`src/rtl/multi_pulse_timer.sv`:
```
// -----------------------------------------------------------------------------
// multi_pulse_timer
//
// Multi-channel programmable pulse generator. Every channel runs its own
// period / high-time counter in continuous or one-shot mode and drives a
// registered pulse waveform, a period-start strobe and a busy flag.
//
// Parameters
//   NUM_CH  number of independent channels (1..16)
//   CNT_W   counter / period / high-time width
//   CH_W    width of cfg_ch, 2**CH_W >= NUM_CH
//
// Ports
//   clk          system clock
//   rst_n        asynchronous active-low reset
//   cfg_we       one-cycle configuration write strobe
//   cfg_ch       channel addressed by the write (values >= NUM_CH ignored)
//   cfg_period   period value P, channel period is P+1 cycles
//   cfg_high     high time H in cycles
//   cfg_oneshot  1 = one-shot, 0 = continuous
//   ch_en        per-channel enable level
//   start        per-channel one-shot trigger pulse
//   pulse_out    registered pulse waveform
//   tick         one-cycle strobe on the first cycle of each period
//   busy         channel is in RUN
//
// Optional build macro MULTI_PULSE_TIMER_IRQ_EN adds:
//   irq_clr      per-channel sticky status clear (in)
//   irq          OR of irq_status (out)
//   irq_status   sticky per-channel period-complete flags (out)
//
// Per-channel FSM
//   state  | meaning
//   IDLE   | counter held at 0, outputs low, config writes go straight to active
//   RUN    | counter advancing, config writes land in shadow until next wrap
// -----------------------------------------------------------------------------
module multi_pulse_timer #(
   parameter int NUM_CH = 4,
   parameter int CNT_W  = 32,
   parameter int CH_W   = 2
) (
   input  logic              clk,
   input  logic              rst_n,
   input  logic              cfg_we,
   input  logic [CH_W-1:0]   cfg_ch,
   input  logic [CNT_W-1:0]  cfg_period,
   input  logic [CNT_W-1:0]  cfg_high,
   input  logic              cfg_oneshot,
   input  logic [NUM_CH-1:0] ch_en,
   input  logic [NUM_CH-1:0] start,
`ifdef MULTI_PULSE_TIMER_IRQ_EN
   input  logic [NUM_CH-1:0] irq_clr,
   output logic              irq,
   output logic [NUM_CH-1:0] irq_status,
`endif
   output logic [NUM_CH-1:0] pulse_out,
   output logic [NUM_CH-1:0] tick,
   output logic [NUM_CH-1:0] busy
);

   localparam logic [0:0] S_IDLE = 1'b0;
   localparam logic [0:0] S_RUN  = 1'b1;

   logic [0:0]       state_q   [NUM_CH];
   logic [0:0]       state_d   [NUM_CH];
   logic [CNT_W-1:0] cnt_q     [NUM_CH];
   logic [CNT_W-1:0] cnt_d     [NUM_CH];
   logic [CNT_W-1:0] per_q     [NUM_CH];
   logic [CNT_W-1:0] per_d     [NUM_CH];
   logic [CNT_W-1:0] high_q    [NUM_CH];
   logic [CNT_W-1:0] high_d    [NUM_CH];
   logic [CNT_W-1:0] sh_per_q  [NUM_CH];
   logic [CNT_W-1:0] sh_per_d  [NUM_CH];
   logic [CNT_W-1:0] sh_high_q [NUM_CH];
   logic [CNT_W-1:0] sh_high_d [NUM_CH];

   logic [NUM_CH-1:0] os_q, os_d;
   logic [NUM_CH-1:0] sh_os_q, sh_os_d;
   logic [NUM_CH-1:0] pulse_q, pulse_d;
   logic [NUM_CH-1:0] tick_q, tick_d;
   logic [NUM_CH-1:0] busy_q, busy_d;
`ifdef MULTI_PULSE_TIMER_IRQ_EN
   logic [NUM_CH-1:0] set_irq;
   logic [NUM_CH-1:0] irq_q, irq_d;
`endif

   always_comb begin
      logic wr_hit;
      logic at_end;
      logic enter_run;
      for (int i = 0; i < NUM_CH; i++) begin
         state_d[i]   = state_q[i];
         cnt_d[i]     = cnt_q[i];
         per_d[i]     = per_q[i];
         high_d[i]    = high_q[i];
         os_d[i]      = os_q[i];
         sh_per_d[i]  = sh_per_q[i];
         sh_high_d[i] = sh_high_q[i];
         sh_os_d[i]   = sh_os_q[i];
         tick_d[i]    = 1'b0;
`ifdef MULTI_PULSE_TIMER_IRQ_EN
         set_irq[i]   = 1'b0;
`endif
         // Out-of-range channel numbers never match any i, so they drop out here.
         wr_hit    = cfg_we && (int'(cfg_ch) == i);
         at_end    = (cnt_q[i] == per_q[i]);
         enter_run = ch_en[i] && (!os_q[i] || start[i]);

         // Shadow always tracks the latest write, so loading it at a wrap also
         // covers a write landing in the wrap cycle itself.
         if (wr_hit) begin
            sh_per_d[i]  = cfg_period;
            sh_high_d[i] = cfg_high;
            sh_os_d[i]   = cfg_oneshot;
         end

         case (state_q[i])
            S_IDLE: begin
               if (wr_hit) begin
                  per_d[i]  = cfg_period;
                  high_d[i] = cfg_high;
                  os_d[i]   = cfg_oneshot;
               end
               if (enter_run) begin
                  state_d[i] = S_RUN;
                  cnt_d[i]   = '0;
                  tick_d[i]  = 1'b1;
               end
            end
            S_RUN: begin
               if (!ch_en[i]) begin
                  // A write pending in shadow becomes active once the channel
                  // is idle, matching what a write in IDLE would have done.
                  state_d[i] = S_IDLE;
                  cnt_d[i]   = '0;
                  per_d[i]   = sh_per_d[i];
                  high_d[i]  = sh_high_d[i];
                  os_d[i]    = sh_os_d[i];
               end else if (at_end) begin
                  per_d[i]   = sh_per_d[i];
                  high_d[i]  = sh_high_d[i];
                  os_d[i]    = sh_os_d[i];
                  cnt_d[i]   = '0;
`ifdef MULTI_PULSE_TIMER_IRQ_EN
                  set_irq[i] = 1'b1;
`endif
                  if (os_q[i]) begin
                     state_d[i] = S_IDLE;
                  end else begin
                     tick_d[i] = 1'b1;
                  end
               end else begin
                  cnt_d[i] = cnt_q[i] + CNT_W'(1);
               end
            end
            default: begin
               state_d[i] = S_IDLE;
               cnt_d[i]   = '0;
            end
         endcase

         // Outputs are registered from next-state values so they line up with
         // the counter value they describe.
         busy_d[i]  = (state_d[i] == S_RUN);
         pulse_d[i] = busy_d[i] && (cnt_d[i] < high_d[i]);
      end
   end

   always_ff @(posedge clk or negedge rst_n) begin
      if (!rst_n) begin
         for (int i = 0; i < NUM_CH; i++) begin
            state_q[i]   <= S_IDLE;
            cnt_q[i]     <= '0;
            per_q[i]     <= '0;
            high_q[i]    <= '0;
            sh_per_q[i]  <= '0;
            sh_high_q[i] <= '0;
         end
         os_q    <= '0;
         sh_os_q <= '0;
         pulse_q <= '0;
         tick_q  <= '0;
         busy_q  <= '0;
      end else begin
         for (int i = 0; i < NUM_CH; i++) begin
            state_q[i]   <= state_d[i];
            cnt_q[i]     <= cnt_d[i];
            per_q[i]     <= per_d[i];
            high_q[i]    <= high_d[i];
            sh_per_q[i]  <= sh_per_d[i];
            sh_high_q[i] <= sh_high_d[i];
         end
         os_q    <= os_d;
         sh_os_q <= sh_os_d;
         pulse_q <= pulse_d;
         tick_q  <= tick_d;
         busy_q  <= busy_d;
      end
   end

   assign pulse_out = pulse_q;
   assign tick      = tick_q;
   assign busy      = busy_q;

`ifdef MULTI_PULSE_TIMER_IRQ_EN
   // Set wins over clear when both happen in the same cycle.
   always_comb begin
      irq_d = set_irq | (irq_q & ~irq_clr);
   end

   always_ff @(posedge clk or negedge rst_n) begin
      if (!rst_n) begin
         irq_q <= '0;
      end else begin
         irq_q <= irq_d;
      end
   end

   assign irq_status = irq_q;
   assign irq        = |irq_q;
`endif

endmodule
```
`config.mk`:
```
export PLATFORM = sky130hd
export DESIGN_NAME = multi_pulse_timer
export DESIGN_NICKNAME = d
export VERILOG_FILES = /design/src/rtl/multi_pulse_timer.sv
export SDC_FILE = /design/constraint.sdc
export NUM_CORES = 2
export LEC_CHECK = 0
export CAP_MARGIN = 20
export CORE_ASPECT_RATIO = 0.7
export CORE_MARGIN = 5
export CORE_UTILIZATION = 45
export CTS_CLUSTER_DIAMETER = 60
export DETAILED_ROUTE_END_ITERATION = 16
export GPL_TIMING_DRIVEN = 1
export SETUP_SLACK_MARGIN = 0.02
export SYNTH_ARGS = -nofsm -noshare
export SYNTH_HDL_FRONTEND = slang
export SYNTH_SLANG_ARGS = --single-unit
```
`constraint.sdc`:
```
create_clock -name clk -period 4.4 [get_ports clk]
set_clock_uncertainty 0.2 [all_clocks]
set_input_delay 0.88 -clock clk [delete_from_list [all_inputs] [get_ports clk]]
set_output_delay 0.88 -clock clk [all_outputs]
set_load 0.03 [all_outputs]
```
==> results.py <==
metrics = {
    "status": {
        "status": "complete, no violations",
    },
    "power_and_ir_drop": {
        "clkPwrFrac_pct": 35.4,
        "leakage_nw": 22.69,
        "power_per_cell_area_nw_per_um2": 410.7,
        "netSwitchingPower_mw": 5.747,
        "power_mw": 18.44,
        "swShare_pct": 31.16,
        "pwr-share-comb_pct": 22.8,
        "vdd_ir_drop_max_v": 0.0002965,
        "intPower_mw": 12.70,
        "pwr-share-seq_pct": 41.8,
    },
    "final_layout": {
        "area_growth_pct": 25.16,
        "multiInputGateArea_um2": 18460,
        "seqCellArea_um2": 16530,
        "fill_cells": 6991,
        "drive_above_1_share_pct": 16.53,
        "design_area_um2": 44900,
        "antennaDiodeCount": 0,
        "nets": 4778,
    },
    "timing": {
        "post-route-period-util_pct": 97.59,
        "drv_slew": 0,
        "tns_ns": 0,
        "hold_viol": 0,
        "slew_headroom_pct": 25.06,
        "setup_viol": 0,
        "worst_slew_pin_slew_ns": 1.121,
        "fmax_mhz": 232.9,
        "rsz0062_at_grt": "yes",
        "period_minus_slack_ns": 4.294,
        "setup_slack_ns": 0.1063,
    },
    "synthesis": {
        "synth.top_cell.area_share_pct": 46.04,
        "seq_area_frac_synth_pct": 46.04,
        "synth_seq_cells": 660,
        "synth_top_cell_by_area": "dfrtp_1",
        "synth_area_um2": 35880,
        "synthFlopType": "dfrtp_1",
        "synthArstFlopShare_pct": 100.0,
        "syn_inst": 4164,
        "ys_types": 63,
        "ys_warn_count": 0,
        "synth_edf_count": 0,
        "syn_nets": 4370,
        "synth_area_leaders": "dfrtp_1 46%, nand2_1 13%, ha_1 4.5%",
        "avgSynthCellArea_um2": 8.616,
    },
    "drt": {
        "vias": 32988,
        "dr.pass1.iters": 5,
        "drc": 0,
        "drtAntennaViolNets": 0,
        "first_iter_violations": 3688,
        "via_per_inst": 5.805,
        "route.detailed.wl_per_inst_um": 22.25,
        "drt_wl_total_um": 126400,
    },
    "global_routing": {
        "grt_pass1_vias": 30128,
        "grt_pass1_wl_um": 189000,
        "globalRouteTotalUtil_pct": 28.74,
        "grt_antenna_before_repair": 8,
        "grt_max_degree": 79,
        "overflow": 0,
    },
    "clock_tree": {
        "cts_buffers": 72,
        "clkTransAtPathRegs_ns": 0.07,
        "cts_sinks": 660,
        "cts-root-buf": "clkbuf_16",
        "clk-insertion-delay-late_ns": 0.64,
        "h-tree-depth": 3,
        "ctsHoldBuffers": 0,
        "cts_buffer_depth": 3,
        "cts_tree": "done",
    },
    "floorplanning": {
        "core_um2": 78870,
        "fp.dieW_um": 347.5,
        "rows": 86,
        "dieArea_um2": 85560,
        "io_pins": 90,
        "fp.dieH_um": 246.2,
        "start_util_pct": 45.49,
    },
    "worst_setup_path": {
        "critPathMaxFanout": 7,
        "critPathTopFamily": "compound AO/OA/AOI/OAI gates",
        "cp_slowest_stage_delay_ns": 0.45,
        "start_kind": "flip-flop",
        "end_kind": "flip-flop",
        "slowest_stage": "dfrtp_1",
        "path_cells": "xor2_1 > nor4_1 > nand4_1 > buf_4 > o21ai_4 > buf_8 > buf_4 > o22ai_2 > a211o_1 > ha_1 > a21o_1 > a21o_1 > a21oi_2 > nor2_1 > o31a_1 > or4_4 > a211oi_2",
        "cp.required_ns": 4.76,
        "worst_ep_arrival_time_ns": 4.65,
        "critical_path_class": "reg -> reg",
        "path_buf_inv": 3,
    },
    "run": {
        "drv_cap": 0,
    },
    "place": {
        "gp_congestion": 0.9249,
        "place_area_um2": 41690,
        "pre_cts_slack_ns": -0.4330,
        "dpl.hpwl_um": 89230,
        "portBuffers": 89,
    },
    "hold_path": {
        "hold_path.class": "in -> async",
    },
}
-- stage by stage --
stage | utilization, % | instances | hold slack [ns]
6_report | 56.93 | 5683 | 0.06956
3_3_place_gp | 52.86 | 5522 | 0.2512
2_1_floorplan | - | 4164 | 0.2373
4_1_cts | 56.09 | 5652 | 0.06988
5_1_grt | 56.93 | 5683 | 0.1084
3_5_place_dp | 52.86 | 5522 | 0.2577
-- state kept, by name, indices dropped and copies added, names as in the netlist --
name / flops
sh_per_q: 128
os_q: 4
high_q: 128
per_q: 128
cnt_q: 128
sh_os_q: 4
pulse_out: 4
sh_high_q: 128
tick: 4
busy: 4
-- power by group through the flow --
stage / Clock, mW / Combinational [mW] / Sequential, mW
2_1_floorplan: 0 / 2.57 / 7.59
3_3_place_gp: 0 / 3.95 / 7.78
3_5_place_dp: 0 / 4.04 / 7.78
4_1_cts: 6.61 / 4.07 / 7.69
5_1_grt: 6.85 / 4.64 / 7.81
6_report: 6.53 / 4.20 / 7.71
-- kinds of logic (layout without fill, tap and decap cells) --
logic type | Yosys count | after routing | synth area share, %
simple gates | 1836 | 1836 | 21.99
compound gates | 952 | 952 | 17.25
flops | 660 | 660 | 46.04
buf+inv | 334 | 797 | 3.711
xor+xnor | 152 | 152 | 3.711
fa+ha+maj | 128 | 128 | 4.464
mux | 102 | 102 | 2.846
-- per-layer routing --
layer | vias to the layer above | part of all wire, % | global-route usage [%]
li1 | 15463 | - | -
met1 | 15942 | 47 | 44.18
met2 | 1405 | 39 | 38.80
met3 | 176 | 11 | 8.961
met4 | 2 | 2.7 | 7.429
met5 | - | 0.010 | 0
-- cell usage after synthesis (42+ instances only) --
| cell type | instances |
|---|---|
| buf_1 | 60 |
| o22ai_1 | 190 |
| and3_1 | 155 |
| buf_2 | 48 |
| o31ai_1 | 42 |
| ha_1 | 128 |
| a21oi_1 | 82 |
| mux2i_1 | 102 |
| dfrtp_1 | 660 |
| xor2_1 | 146 |
| a211oi_1 | 134 |
| o21ai_0 | 273 |
| nand4_1 | 51 |
| a211o_1 | 126 |
| nand2_1 | 1235 |
| nand3_1 | 58 |
| clkbuf_1 | 201 |
| nor2_1 | 196 |
-- worst paths after layout --
| check | start | endpoint | slack, ns | cells after the start |
|---|---|---|---|---|
| setup / recovery | cnt_q[57]$_DFF_PN0_ | pulse_out[2]$_DFF_PN0_ | 0.11 | 17 |
| hold / removal | rst_n | sh_high_q[49]$_DFF_PN0_ | 0.07 | 1 |
| setup reg to reg | cnt_q[57]$_DFF_PN0_ | pulse_out[2]$_DFF_PN0_ | 0.11 | 17 |
| hold reg to reg | sh_high_q[0]$_DFF_PN0_ | sh_high_q[0]$_DFF_PN0_ | 0.27 | 2 |
| max in group asynchronous | rst_n | cnt_q[6]$_DFF_PN0_ | 2.83 | 3 |
| min in group clk | sh_high_q[0]$_DFF_PN0_ | sh_high_q[0]$_DFF_PN0_ | 0.27 | 2 |
-- cells in the final DEF, fill, tap and decap left out, drive strengths merged, types with 102 or more instances in the layout --
cell type / Yosys / routed
and3: 155 / 155
clkbuf: 206 / 103
o22ai: 190 / 190
ha: 128 / 128
a211o: 126 / 126
nand2: 1235 / 1235
xor2: 146 / 146
mux2i: 102 / 102
o21ai: 287 / 287
a211oi: 134 / 134
nor2: 196 / 196
dfrtp: 660 / 660
buf: 111 / 562
-- timing repair --
action,4_1_cts,5_1_grt
gates resized for setup,4,98
gates cloned,0,2
pin swaps,1,33
setup endpoints to repair,2,4
setup buffers,1,29
-- area by class of cell --
class,count,area share (%)
Sequential cell,660,36.82
Timing Repair Buffer,651,13.37
Tap cell,1056,2.943
Multi-Input combinational cell,3170,41.12
Clock buffer,102,4.779
Inverter,17,0.1421
Clock inverter,27,0.8220
Power figures use the tool's default switching activity.
